--- config.mk ---
export PLATFORM = sky130hd
export DESIGN_NAME = sar_scan_ctrl_flat
export DESIGN_NICKNAME = d
export VERILOG_FILES = /design/src/rtl/sar_scan_ctrl_if.sv /design/src/rtl/sar_scan_ctrl.sv /design/src/flat_wrapper.sv
export SDC_FILE = /design/constraint.sdc
export NUM_CORES = 1
export LEC_CHECK = 0
export ABC_AREA = 1
export BUFFER_PORTS_ARGS = -buffer_cell sky130_fd_sc_hd__buf_2
export CAP_MARGIN = 20
export CORE_MARGIN = 3
export CORE_UTILIZATION = 35
export DETAILED_ROUTE_END_ITERATION = 8
export PLACE_DENSITY = 0.59
export SYNTH_ARGS = -nofsm -noshare
export SYNTH_HDL_FRONTEND = slang
export SYNTH_SLANG_ARGS = --single-unit
--- constraint.sdc ---
create_clock -name clk -period 2.42 [get_ports clk]
set_clock_uncertainty 0.2 [all_clocks]
set_input_delay 0.363 -clock clk [delete_from_list [all_inputs] [get_ports clk]]
set_output_delay 0.363 -clock clk [all_outputs]
set_load 0.01 [all_outputs]
--- src/rtl/sar_scan_ctrl_if.sv ---
// Signal bundle between the scan sequencer, the system control block and the SAR logic / analog mux.
interface sar_scan_ctrl_if #(
   parameter int NCH = 4
);
   logic           start;
   logic           cont;
   logic [NCH-1:0] ch_mask;
   logic [2:0]     mux_sel;
   logic           sample;
   logic           sar_rest;
   logic           sar_ena;
   logic           sar_done;
   logic [5:0]     sar_dout;
   logic [5:0]     res_data;
   logic [2:0]     res_ch;
   logic           res_valid;
   logic           res_ready;
   logic           busy;
   logic           err;

   modport slave (
      input  start, cont, ch_mask, sar_done, sar_dout, res_ready,
      output mux_sel, sample, sar_rest, sar_ena, res_data, res_ch, res_valid, busy, err
   );

   modport master (
      output start, cont, ch_mask, sar_done, sar_dout, res_ready,
      input  mux_sel, sample, sar_rest, sar_ena, res_data, res_ch, res_valid, busy, err
   );
endinterface

--- src/rtl/sar_scan_ctrl.sv ---
// Scan sequencer: walks the enabled channels through sample and SAR conversion, one result per channel.
//   state  | meaning
//   IDLE   | SAR held in reset, waiting for a start with a non-empty mask
//   SAMPLE | mux on current channel, track switch closed for SAMPLE_CYC cycles
//   CONV   | SAR enabled, waiting for sar_done or the timeout
//   OUT    | result held on the output port until the consumer takes it
module sar_scan_ctrl #(
   parameter int NCH        = 4,
   parameter int SAMPLE_CYC = 2,
   parameter int TMO        = 15
) (
   input  logic              clk,
   input  logic              rest,
   sar_scan_ctrl_if.slave    bus
);
   localparam int CW = 8;

   typedef enum logic [1:0] {IDLE, SAMPLE, CONV, OUT} state_t;

   state_t         state;
   logic [CW-1:0]  cnt;
   logic [NCH-1:0] mreg;
   logic [2:0]     ch;
   logic           sample;
   logic           sar_rest;
   logic           sar_ena;
   logic [5:0]     res_data;
   logic [2:0]     res_ch;
   logic           res_valid;
   logic           busy;
   logic           err;

   logic [2:0]     lo_in;
   logic [2:0]     lo_m;
   logic [2:0]     nx;
   logic           nx_found;

   // Priority encoders: descending loops leave the lowest qualifying index.
   always_comb begin
      lo_in    = '0;
      lo_m     = '0;
      nx       = '0;
      nx_found = 1'b0;
      for (int i = NCH - 1; i >= 0; i--) begin
         if (bus.ch_mask[i]) lo_in = 3'(i);
         if (mreg[i]) lo_m = 3'(i);
         if (mreg[i] && (i > int'(ch))) begin
            nx       = 3'(i);
            nx_found = 1'b1;
         end
      end
   end

   always_ff @(posedge clk) begin
      if (rest) begin
         state     <= IDLE;
         cnt       <= '0;
         mreg      <= '0;
         ch        <= '0;
         sample    <= 1'b0;
         sar_rest  <= 1'b1;
         sar_ena   <= 1'b0;
         res_data  <= '0;
         res_ch    <= '0;
         res_valid <= 1'b0;
         busy      <= 1'b0;
         err       <= 1'b0;
      end else begin
         case (state)
            IDLE: begin
               if (bus.start && (bus.ch_mask != '0)) begin
                  mreg   <= bus.ch_mask;
                  ch     <= lo_in;
                  err    <= 1'b0;
                  cnt    <= CW'(SAMPLE_CYC - 1);
                  sample <= 1'b1;
                  busy   <= 1'b1;
                  state  <= SAMPLE;
               end
            end
            SAMPLE: begin
               if (cnt == '0) begin
                  // Timeout reuses the down-counter: TMO cycles in CONV before giving up.
                  cnt      <= CW'(TMO - 1);
                  sample   <= 1'b0;
                  sar_rest <= 1'b0;
                  sar_ena  <= 1'b1;
                  state    <= CONV;
               end else begin
                  cnt <= cnt - 1'b1;
               end
            end
            CONV: begin
               if (bus.sar_done) begin
                  res_data  <= bus.sar_dout;
                  res_ch    <= ch;
                  res_valid <= 1'b1;
                  sar_rest  <= 1'b1;
                  sar_ena   <= 1'b0;
                  state     <= OUT;
               end else if (cnt == '0) begin
                  err      <= 1'b1;
                  sar_rest <= 1'b1;
                  sar_ena  <= 1'b0;
                  busy     <= 1'b0;
                  state    <= IDLE;
               end else begin
                  cnt <= cnt - 1'b1;
               end
            end
            OUT: begin
               if (bus.res_ready) begin
                  res_valid <= 1'b0;
                  if (nx_found || bus.cont) begin
                     ch     <= nx_found ? nx : lo_m;
                     cnt    <= CW'(SAMPLE_CYC - 1);
                     sample <= 1'b1;
                     state  <= SAMPLE;
                  end else begin
                     busy  <= 1'b0;
                     state <= IDLE;
                  end
               end
            end
            default: state <= IDLE;
         endcase
      end
   end

   assign bus.mux_sel   = ch;
   assign bus.sample    = sample;
   assign bus.sar_rest  = sar_rest;
   assign bus.sar_ena   = sar_ena;
   assign bus.res_data  = res_data;
   assign bus.res_ch    = res_ch;
   assign bus.res_valid = res_valid;
   assign bus.busy      = busy;
   assign bus.err       = err;
endmodule

--- src/flat_wrapper.sv ---
// flat-port wrapper written by rule: the top's interface ports become plain ports
module sar_scan_ctrl_flat 
#(
   parameter int NCH        = 4,
   parameter int SAMPLE_CYC = 2,
   parameter int TMO        = 15
)
  (clk, rest, bus_start, bus_cont, bus_ch_mask, bus_sar_done, bus_sar_dout, bus_res_ready, bus_mux_sel, bus_sample, bus_sar_rest, bus_sar_ena, bus_res_data, bus_res_ch, bus_res_valid, bus_busy, bus_err);
  sar_scan_ctrl_if #(.NCH(NCH)) bus_i ();
  input  logic clk;
  input  logic rest;
  input wire logic [$bits(bus_i.start)-1:0] bus_start;
  input wire logic [$bits(bus_i.cont)-1:0] bus_cont;
  input wire logic [$bits(bus_i.ch_mask)-1:0] bus_ch_mask;
  input wire logic [$bits(bus_i.sar_done)-1:0] bus_sar_done;
  input wire logic [$bits(bus_i.sar_dout)-1:0] bus_sar_dout;
  input wire logic [$bits(bus_i.res_ready)-1:0] bus_res_ready;
  output wire logic [$bits(bus_i.mux_sel)-1:0] bus_mux_sel;
  output wire logic [$bits(bus_i.sample)-1:0] bus_sample;
  output wire logic [$bits(bus_i.sar_rest)-1:0] bus_sar_rest;
  output wire logic [$bits(bus_i.sar_ena)-1:0] bus_sar_ena;
  output wire logic [$bits(bus_i.res_data)-1:0] bus_res_data;
  output wire logic [$bits(bus_i.res_ch)-1:0] bus_res_ch;
  output wire logic [$bits(bus_i.res_valid)-1:0] bus_res_valid;
  output wire logic [$bits(bus_i.busy)-1:0] bus_busy;
  output wire logic [$bits(bus_i.err)-1:0] bus_err;
  assign bus_i.start = bus_start;
  assign bus_i.cont = bus_cont;
  assign bus_i.ch_mask = bus_ch_mask;
  assign bus_i.sar_done = bus_sar_done;
  assign bus_i.sar_dout = bus_sar_dout;
  assign bus_i.res_ready = bus_res_ready;
  assign bus_mux_sel = bus_i.mux_sel;
  assign bus_sample = bus_i.sample;
  assign bus_sar_rest = bus_i.sar_rest;
  assign bus_sar_ena = bus_i.sar_ena;
  assign bus_res_data = bus_i.res_data;
  assign bus_res_ch = bus_i.res_ch;
  assign bus_res_valid = bus_i.res_valid;
  assign bus_busy = bus_i.busy;
  assign bus_err = bus_i.err;
  sar_scan_ctrl #(.NCH(NCH), .SAMPLE_CYC(SAMPLE_CYC), .TMO(TMO)) u_core (.clk(clk), .rest(rest), .bus(bus_i));
endmodule
==> impl_results.md, run 1 <==
* Max Used Layer: met4
* Share of cells above drive strength 1 at 24.7%
* WL met1 at 1.94 mm
* Final Hold Vio Count at 0
* Internal Power at roughly 1400 uW
* Gate power share at 56.8%
* DR WL/cell at 10.8 um
* CP endpoint kind: flop
* Worst Hold Slack at 0.111 ns
* Switch Pwr at between 1000 and 1500 uW
* Dpl cell area at 0.00198 mm2
* RSZ-0062 raised after global routing: false
* Latest clock arrival within the worst-skew pair at roughly 0.28 ns
* # nets final at 308
* Met2 WL post-DR at roughly 1.6 mm
* CTS tree: built
* Yosys warnings at 0
* Static leakage at 0.00102 uW
* First-pass GRT wire length at ~6.8 mm
* Clock tree buffer depth at 2
* Commonest non-fill, non-tap cells in the layout: nand2_1 (43), nor2_1 (42), inv_1 (31), buf_2 (31), dfxtp_1 (30)
* Setup slack, reg-to-reg at approximately 0.42 ns
* Post-CTS Hold Fix Bufs at 0
* Largest family of logic cells by synthesized area: simple AND/OR/NAND/NOR gates
* Req. time, crit path at 2.39 ns
* Post-Syn Area at ~0.0018 mm2
* Post-synthesis register bit count at 30
* Worst Hold Depth at 2
* Hold Crit Start: rest
* Final min period at 2.00 ns
* Synth Area in Compound Gates at 15.4%
* Root Buffer: clkbuf_8
* FF-to-FF Start: u_core.state[0]$_SDFFE_PP0P_
* Clock group share of total power at 15.3%
* DP HPWL at 2.98 mm
* Distinct cells, synth at 34
* P per Cell Area at 1310 mW/mm2
* XOR/XNOR Fraction of Synth Area at less than 1%
* Register area at 601 um2
* ANT cells at 0
* Status: finished clean
* Via count at 1614
* Clk sinks at 30
* DRC errors left at 0
* Antenna violations before repair at 0
* RR Endpoint: u_core.bus.busy$_SDFFE_PP0P_
* Fill cell count at 511
* Htree depth at 2
* FF-to-FF path depth at 8
* Reg power frac at around 28%
* CP max FO at 13
* HP Class: input port to flop
* Avg Synthesized Cell Area at ~7 um2
* Worst hold endpoint: u_core.cnt[2]$_SDFFE_PP0P_
* Register area share after synthesis at around 34%
* Core Region at 0.00479 mm2
* Starting density of the core at 36.8%
* I/O Pins at 34
* Rows at 25
* Die H at 76.9 um
* Max Freq at 500 MHz
* Tot GR Track Use at about 14%
* Largest net degree at the start of global routing at 14
* DRT antenna net count at 0
* Setup violators final at 0
* Post-CTS sizing at 0
* Max Cap Viol at 0
* Sw frac at 47.1%
* DRT Pass-1 Iters at 4
* VDD IR max at 0.494 mV
* Syn-to-layout area delta at 17.8%
* Setup CP Type: flop to flop
* Critical Path AT at 1.97 ns
* Die W at 76.9 um
* Gpl congestion at 0.846
* Post-Syn Instances at 252
* Fin crit share at 82.7%
* Clock transition at path regs at about 0.06 ns
* Vias in the first global route at 1494
* Area taken by multi-input logic gates at 992 um2
* Final Max Tran Viols at 0
* Synth Area in Simple Gates at a little over a third
* DR vias/cell at 4.55
* Setup TNS at 0 ns
* Final non-filler cell area at slightly above 0.002 mm2
* Buffers on Ports at 31
* Mux cell area share after synthesis at 0%
* Final WL at 3.82 mm
* Synth Area in Adders at 3.55%
* DRT iter0 DRCs at 107
* Most common cell after layout, fill and taps aside: nand2_1
* Total grt overflow at 0
* Detailed-routed wire length on met3 at 210 um
* Num CTS Buffers at 5
* Critical path launch point type: flop
* Die area at around 0.0059 mm2
* Post-CTS setup buffers at 0
[how the worst max path moves through the flow]
stage	endpoint	depth (start not counted)	slack [ns]	start
5_1_grt	u_core.bus.busy$_SDFFE_PP0P_	8	0.22	u_core.state[0]$_SDFFE_PP0P_
2_1_floorplan	u_core.cnt[3]$_SDFFE_PP0P_	10	0.73	u_core.state[0]$_SDFFE_PP0P_
6_report	u_core.bus.busy$_SDFFE_PP0P_	8	0.42	u_core.state[0]$_SDFFE_PP0P_
3_5_place_dp	u_core.bus.busy$_SDFFE_PP0P_	8	0.42	u_core.state[0]$_SDFFE_PP0P_
3_3_place_gp	u_core.bus.busy$_SDFFE_PP0P_	8	0.51	u_core.state[0]$_SDFFE_PP0P_
4_1_cts	u_core.bus.busy$_SDFFE_PP0P_	8	0.42	u_core.state[0]$_SDFFE_PP0P_
[logic make-up (layout without fill, tap and decap cells)]
group                      after synthesis  in the layout
DFF                                     30             30
xor gates and xnor gates                 2              2
AOI/OAI and AO/OA                       46             46
and+or+nand+nor                        126            126
buffers and inverters                   42             77
adders and majority gates                5              5
other                                    1              2
[layer usage]
| layer | up-vias | track usage (%) |
|---|---|---|
| met4 | 0 | 5.43 |
| met3 | 6 | 4.23 |
| li1 | 871 | - |
| met2 | 39 | 20.6 |
| met1 | 698 | 19.7 |
| met5 | - | 0 |
[worst max-delay path: stages (launching register included)]
cell	delay, ns
dfxtp_1	0.36
inv_1	0.09
ha_1	0.26
nand2_1	0.26
inv_1	0.27
nor2_1	0.26
nand3_1	0.10
nand2_1	0.07
nor2_1	0.03
[state kept, by name, summed over array words and instances, names as in the netlist, 2 cells and up]
| name | count |
|---|---|
| u_core.bus.res_ch | 2 |
| u_core.cnt | 8 |
| u_core.state | 2 |
| u_core.mreg | 4 |
| u_core.bus.mux_sel | 2 |
| u_core.bus.res_data | 6 |
[synth_stat cells, drive strengths merged]
master  number  area share (%)
a21oi       15             4.5
a31oi        3             1.1
buf          6             2.0
conb         1            0.21
dfxtp       30              34
ha           5             3.6
inv         36             7.8
nand2       54              14
nand3       14             4.8
nand4        3             1.1
nor2        49              13
nor3         3             1.1
nor3b        1            0.43
nor4         1            0.36
o211ai       2            0.85
o21a         1            0.43
o21ai       22             6.2
o21bai       3             2.3
or2          1            0.36
xnor2        1            0.50
xor2         1            0.50
[through the flow]
| step | instances | util (%) | total power (uW) | setup slack, ns |
|---|---|---|---|---|
| 2_1_floorplan | 253 | - | 1990 | 0.731 |
| 3_3_place_gp | 347 | 41.5 | 2300 | 0.505 |
| 3_5_place_dp | 347 | 41.5 | 2310 | 0.418 |
| 4_1_cts | 355 | 43.4 | 2740 | 0.416 |
| 5_1_grt | 355 | 43.4 | 3000 | 0.217 |
| 6_report | 355 | 43.4 | 2710 | 0.419 |
[layout make-up]
cell class,count,area share (%)
multi-input combinational,181,47.8
clock inverter,1,0.241
inverter,36,6.63
sequential,30,28.9
tap,67,4.04
clock buffer,7,4.16
timing repair buffer,33,8.20
[power groups by stage]
stage,clock (uW),sequential (uW),combinational (uW)
5_1_grt,446,779,1780
6_report,414,756,1540
4_1_cts,427,756,1550
3_3_place_gp,0,766,1530
2_1_floorplan,0,783,1200
3_5_place_dp,0,765,1540
No activity file was read; power rests on OpenSTA's default activity.
==> inputs of run 2 (changes only) <==
--- a/config.mk
+++ b/config.mk
@@ -11,7 +11,7 @@
 export CORE_MARGIN = 3
 export CORE_UTILIZATION = 35
 export DETAILED_ROUTE_END_ITERATION = 8
-export PLACE_DENSITY = 0.59
+export PLACE_DENSITY = 0.61
 export SYNTH_ARGS = -nofsm -noshare
 export SYNTH_HDL_FRONTEND = slang
 export SYNTH_SLANG_ARGS = --single-unit
==> constraint.sdc (replaced) <==
create_clock -name clk -period 1.7 [get_ports clk]
set_clock_uncertainty 0.2 [all_clocks]
set_input_delay 0.255 -clock clk [delete_from_list [all_inputs] [get_ports clk]]
set_output_delay 0.255 -clock clk [all_outputs]
set_load 0.01 [all_outputs]
==> impl_results.md, run 2 (synthesis gave the netlist of run 1 again) <==
* Clock transition at path regs at 0.07 ns (was 0.06 ns)
* Most common cell on crit path: nand2_4
* CP max FO at 6 (was 13)
* Worst Hold Slack at 0.0204 ns (was 0.111 ns)
* Critical Path AT at 1.60 ns (was 1.97 ns)
* DRC errors left at 0 (unchanged)
* Largest registers: u_core.cnt: 8 flops, u_core.bus.res_data: 6 flops, u_core.mreg: 4 flops (unchanged)
* P per Cell Area at 1920 mW/mm2 (was 1310 mW/mm2)
* DRT antenna net count at 0 (unchanged)
* Gpl congestion at 0.873 (was 0.846)
* Final Hold Vio Count at 0 (unchanged)
* Max reg flops at 8 (unchanged)
* Final Max Tran Viols at 0 (unchanged)
* Num CTS Buffers at 5 (unchanged)
* Final Non-Filler Cells at 378 (was 355)
* Largest net degree at the start of global routing at 27 (was 14)
* Most flops, register: u_core.cnt (unchanged)
* Buffers on Ports at 31 (unchanged)
* Max Freq at 622 MHz (was 500 MHz)
* Commonest non-fill, non-tap cells in the layout: nand2_1 (42), nor2_1 (41), buf_2 (31) (was nand2_1 (43), nor2_1 (42), inv_1 (31), buf_2 (31), dfxtp_1 (30))
* Root Buffer: clkbuf_8 (unchanged)
* Die area at 0.00592 mm2 (unchanged)
* Worst path max stage delay at 0.37 ns (was 0.36 ns)
* Antenna violations before repair at 0 (unchanged)
* Slowest CP cell: dfxtp_4 (was dfxtp_1)
* CP top delay family: simple AND/OR/NAND/NOR gates (unchanged)
* Final min period at 1.61 ns (was 2.00 ns)
* Final WS setup at 0.0914 ns (was 0.419 ns)
* # nets final at 332 (was 308)
* Crit-path cells: inv_1 -> ha_4 -> nand2_4 -> nand2_4 -> nor2_8 -> nand2_4 -> inv_4 -> nand2_1 -> nand2_1 -> nor2_2 (was inv_1 -> ha_1 -> nand2_1 -> inv_1 -> nor2_1 -> nand3_1 -> nand2_1 -> nor2_1)
* Htree depth at 2 (unchanged)
* DR vias/cell at 4.52 (was 4.55)
* Max Cap Viol at 0 (unchanged)
* Tot GR Track Use at 14.8% (was 14.2%)
* Clk sinks at 30 (unchanged)
* Critical path launch point type: flop (unchanged)
* DRT Pass-1 Iters at 4 (unchanged)
* Syn-to-layout area delta at 34.9% (was 17.8%)
* Dpl cells at 367 (was 347)
* Setup violators final at 0 (unchanged)
* Latest clock arrival within the worst-skew pair at 0.29 ns (was 0.28 ns)
* Rows at 25 (unchanged)
* Setup CP Type: flop to flop (unchanged)
* Fin crit share at 94.6% (was 82.7%)
* Clock tree buffer depth at 2 (unchanged)
* DRT iter0 DRCs at 96 (was 107)
* Req. time, crit path at 1.69 ns (was 2.39 ns)
* Die H at 76.9 um (unchanged)
* HP Class: input port to flop (unchanged)
* Total grt overflow at 0 (unchanged)
* Share of cells above drive strength 1 at 37.0% (was 24.7%)
* I/O Pins at 34 (unchanged)
* Status: finished clean (unchanged)
* Pwr Total at 4550 uW (was 2710 uW)
* Core Region at 0.00479 mm2 (unchanged)
* Die W at 76.9 um (unchanged)
* DR WL/cell at 10.8 um (about the same)
* CTS tree: built (unchanged)
* DP HPWL at 2.99 mm (was 2.98 mm)
* Setup WS pre-CTS at 0.00931 ns (was 0.418 ns)
* First-pass GRT wire length at 7.01 mm (was 6.80 mm)
* Via count at 1710 (was 1614)
* Starting density of the core at 36.8% (unchanged)
* Final WL at 4.07 mm (was 3.82 mm)
* Vias in the first global route at 1575 (was 1494)
* Final core occ at 49.6% (was 43.4%)
* Buffer and inverter count on the worst path at 2 (unchanged)
* VDD IR max at 1.01 mV (was 0.494 mV)
* Static leakage at 0.00116 uW (was 0.00102 uW)
* Fill cell count at 460 (was 511)
* ANT cells at 0 (unchanged)
* CP endpoint kind: flop (unchanged)
* Most common cell after layout, fill and taps aside: nand2_1 (unchanged)
==> run 2: changes by cell type in the layout (fill, tap and decap cells not counted), moves of 3 or more <==
cell,delta
buf_4,+21
dfxtp_1,-5
dfxtp_2,+4
ha_1,-5
ha_4,+3
inv_1,-4
inv_2,+4
==> run 2: worst paths after layout <==
check | start | endpoint | slack (ns) | cells after the start
worst max-delay path | u_core.state[1]$_SDFFE_PP0P_ | u_core.cnt[3]$_SDFFE_PP0P_ | 0.09 | 10
worst min-delay path | bus_sar_dout[0] | u_core.bus.res_data[0]$_SDFFE_PP0P_ | 0.02 | 3
worst max register to register | u_core.state[1]$_SDFFE_PP0P_ | u_core.cnt[3]$_SDFFE_PP0P_ | 0.09 | 10
worst min register to register | u_core.bus.sar_ena$_SDFFE_PP0P_ | u_core.bus.sar_ena$_SDFFE_PP0P_ | 0.26 | 2
==> run 2: final cells by class <==
| type | count | area (um2) | share of cell area, % |
|---|---|---|---|
| Clock buffer | 6 | 82.6 | 3.48 |
| Clock inverter | 1 | 30.0 | 1.26 |
| Inverter | 36 | 138 | 5.79 |
| Multi-Input combinational cell | 181 | 1060 | 44.8 |
| Sequential cell | 30 | 609 | 25.6 |
| Tap cell | 67 | 83.8 | 3.53 |
| Timing Repair Buffer | 57 | 369 | 15.5 |
==> run 2: stage by stage <==
step,cell area [um2],TNS (ns)
floorplan,1770,0
global placement,2130,0
detailed placement,2130,0
CTS,2280,0
global route,2380,-0.0433
finish,2380,0
==> run 2: worst register-to-register path, stage by stage, from the launching register on <==
cell and delay [ns]:
dfxtp_4 0.37, inv_1 0.09, ha_4 0.19, nand2_4 0.09, nand2_4 0.07, nor2_8 0.16
nand2_4 0.10, inv_4 0.09, nand2_1 0.05, nand2_1 0.07, nor2_2 0.03
==> run 2: timing repair <==
item	CTS	global route
buffers inserted	2	1
resized for setup	0	28
pin swaps	0	8
endpoints found under the setup margin	1	19
hold endpoints to repair	1	0
hold buffers	1	0
==> run 2: per-layer routing <==
layer  global-route usage, %  vias to the layer above  part of all wire (%)
met5                       0                        -                     0
met4                    8.51                        0                   1.7
met3                    3.99                        5                   6.8
met2                    21.7                       39                    43
met1                    19.4                      749                    49
li1                        -                      917                     -
==> run 2: power by group <==
group | switching [uW] | internal [uW]
Clock | 284 | 469
Combinational | 1530 | 1170
Sequential | 156 | 944
==> inputs of run 3 (changes only) <==
--- a/config.mk
+++ b/config.mk
@@ -5,13 +5,15 @@
 export SDC_FILE = /design/constraint.sdc
 export NUM_CORES = 1
 export LEC_CHECK = 0
-export ABC_AREA = 1
+export ABC_AREA = 0
 export BUFFER_PORTS_ARGS = -buffer_cell sky130_fd_sc_hd__buf_2
 export CAP_MARGIN = 20
 export CORE_MARGIN = 3
 export CORE_UTILIZATION = 35
 export DETAILED_ROUTE_END_ITERATION = 8
+export HOLD_SLACK_MARGIN = 0.02
 export PLACE_DENSITY = 0.61
+export SLEW_MARGIN = 0
 export SYNTH_ARGS = -nofsm -noshare
 export SYNTH_HDL_FRONTEND = slang
 export SYNTH_SLANG_ARGS = --single-unit
==> impl_results.md, run 3 <==
* Status: finished, violations left (was finished clean)
* Failing checks: setup timing
* Total grt overflow at 0 (unchanged)
* I/O Pins at 34 (unchanged)
* Die area at 0.00554 mm2 (was 0.00592 mm2)
* HP Class: input port to flop (unchanged)
* Die H at 74.4 um (was 76.9 um)
* CTS tree: built (unchanged)
* Final WL at 4.71 mm (was 4.07 mm)
* DR vias/cell at 5.24 (was 4.52)
* Vias in the first global route at 1604 (was 1575)
* DRC errors left at 0 (unchanged)
* Async SR Flop Fraction at 0% (unchanged)
* Final Max Tran Viols at 0 (unchanged)
* Fill cell count at 384 (was 460)
* Max_slew headroom at between 60 and 70%
* Starting density of the core at 36.9% (was 36.8%)
* Antenna violations before repair at 0 (unchanged)
* Core Region at 0.00444 mm2 (was 0.00479 mm2)
* Root Buffer: clkbuf_8 (unchanged)
* P per Cell Area at 1680 mW/mm2 (was 1920 mW/mm2)
* Post-Syn Instances at 211 (was 252)
* Clock tree buffer depth at 2 (unchanged)
* Avg Synthesized Cell Area at 7.76 um2 (was 6.99 um2)
* VDD IR max at 0.775 mV (was 1.01 mV)
* Synth area leader: dfxtp_1 (unchanged)
* CP endpoint kind: flop (unchanged)
* Post-synth EDFFs at 0 (unchanged)
* Via count at 1882 (was 1710)
* Setup violators final at 17 (was 0)
* Clock transition at path regs at 0.07 ns (about the same)
* Post-Syn Area at 0.00164 mm2 (was 0.00176 mm2)
* Critical path launch point type: flop (unchanged)
* Pwr Total at 4310 uW (was 4550 uW)
* Ys flop type: dfxtp_1 (unchanged)
* Static leakage at 0.00109 uW (was 0.00116 uW)
* Area contributors post-synth: dfxtp_1 (37%), a21oi_1 (9.8%), nand2_1 (6.4%) (was dfxtp_1 (34%), nand2_1 (9.2%), nor2_1 (8.9%))
* CP max FO at 4 (was 6)
* Setup WS pre-CTS at -0.384 ns (was 0.00931 ns)
* ANT cells at 0 (unchanged)
* DP HPWL at 3.30 mm (was 2.99 mm)
* Htree depth at 2 (unchanged)
* Share of cells above drive strength 1 at 43.6% (was 37.0%)
* Commonest cells in the netlist: a21oi_1 (32), dfxtp_1 (30), nand2_1 (28) (was nand2_1 (43), nor2_1 (42), inv_1 (31))
* Latest clock arrival within the worst-skew pair at 0.29 ns (about the same)
* DRT iter0 DRCs at 136 (was 96)
* DR WL/cell at 13.1 um (was 10.8 um)
* Req. time, crit path at 1.72 ns (was 1.69 ns)
* Max Freq at 470 MHz (was 622 MHz)
* Distinct cells, synth at 49 (was 34)
* Buffers on Ports at 31 (unchanged)
* Setup CP Type: flop to flop (unchanged)
* Yosys warnings at 0 (unchanged)
* Critical Path AT at 2.15 ns (was 1.60 ns)
* Largest registers: u_core.cnt: 8 flops, u_core.bus.res_data: 6 flops, u_core.mreg: 4 flops (unchanged)
* RSZ-0062 raised after global routing: true
* Rows at 24 (was 25)
* Die W at 74.4 um (was 76.9 um)
* Synth top area share at 36.7% (was 34.1%)
* Register area share after synthesis at 36.7% (was 34.1%)
* Post-synthesis register bit count at 30 (unchanged)
* First-pass GRT wire length at 7.22 mm (was 7.01 mm)
* Fin crit share at 125% (was 94.6%)
* Final WS setup at -0.428 ns (was 0.0914 ns)
* Gpl congestion at 0.812 (was 0.873)
* Syn-to-layout area delta at 56.7% (was 34.9%)
* Most common cell after layout, fill and taps aside: buf_4 (was nand2_1)
* Tot GR Track Use at 16.8% (was 14.8%)
* Largest net degree at the start of global routing at 28 (was 27)
* Commonest non-fill, non-tap cells in the layout: buf_4 (55), buf_2 (32), a21oi_1 (30) (was nand2_1 (42), nor2_1 (41), buf_2 (31))
* DRT antenna net count at 0 (unchanged)
* Max reg flops at 8 (unchanged)
* Most flops, register: u_core.cnt (unchanged)
* Final Hold Vio Count at 0 (unchanged)
* Final min period at 2.13 ns (was 1.61 ns)
* Slew @ Worst Pin at ~0.53 ns
* # nets final at 327 (was 332)
* Clk sinks at 30 (unchanged)
* DRT Pass-1 Iters at 4 (unchanged)
* Most frequent cell after synthesis: a21oi_1 (was nand2_1)
* Max Cap Viol at 0 (unchanged)
* Num CTS Buffers at 5 (unchanged)
[run 3: layout make-up]
class | count | area, um2 | share of cell area [%]
multi-input cells | 159 | 1060 | 41.3
repair buffers | 98 | 689 | 26.9
flip-flops and latches | 30 | 612 | 23.8
clock buffers | 6 | 82.6 | 3.22
well taps | 52 | 65.1 | 2.54
inverters | 12 | 45.0 | 1.76
clock inverters | 2 | 12.5 | 0.488
[run 3: critical path, stage by stage (launching register included)]
cell      delay, ns
dfxtp_2        0.32
inv_2          0.06
ha_4           0.12
or4b_4         0.50
o21ai_1        0.18
o211ai_1       0.13
or4_1          0.41
a21oi_1        0.14
[run 3: per-layer routing]
layer	GRT usage [%]	routed length [um]
met5	0	0
met4	6.72	46
met2	26.3	2310
met1	22.2	2150
met3	3.78	209
[run 3: path summary, 6_finish.rpt]
kind,start,slack (ns),to,depth (start not counted)
worst min register to register,u_core.bus.res_data[5]$_SDFFE_PP0P_,0.25,u_core.bus.res_data[5]$_SDFFE_PP0P_,2
worst max register to register,u_core.cnt[1]$_SDFFE_PP0P_,-0.43,u_core.bus.busy$_SDFFE_PP0P_,7
worst min-delay path,bus_res_ready,0.06,u_core.bus.res_valid$_SDFFE_PP0P_,4
worst max-delay path,u_core.cnt[1]$_SDFFE_PP0P_,-0.43,u_core.bus.busy$_SDFFE_PP0P_,7
[run 3: repair_timing]
action / 4_1_cts / 5_1_grt
hold buffers: 6 / 0
hold endpoints to repair: 6 / 0
cloned: 1 / 0
setup buffers: 4 / 4
pin swaps: 12 / 9
endpoints found under the setup margin: 17 / 27
resized for setup: 15 / 20
[run 3: cells by family after synthesis]
family / after synthesis / synth area share, %
AOI/OAI and AO/OA: 72 / 28.4
adders and majority gates: 5 / 3.82
other: 1 / 0.229
buffers and inverters: 23 / 5.88
DFF: 30 / 36.7
and+or+nand+nor: 79 / 24.4
xor gates and xnor gates: 1 / 0.535
[run 3: per-stage QoR]
stage               utilization [%]  instances  instance area [um2]  TNS [ns]  hold slack, ns
floorplan                         -        212                 1670     -3.63           0.191
global placement               50.2        338                 2230     -4.41           0.233
detailed placement             50.2        338                 2230     -4.73           0.238
CTS                            55.4        355                 2460     -5.18          0.0602
global route                   57.7        359                 2570     -6.52          0.0943
finish                         57.7        359                 2570     -5.19          0.0622
[run 3: where the power goes]
group / switching [uW] / leakage (uW) / internal [uW] / total, uW
Clock: 282 / 0.0000472 / 325 / 607
Sequential: 118 / 0.000247 / 881 / 998
Combinational: 1280 / 0.000796 / 1430 / 2700
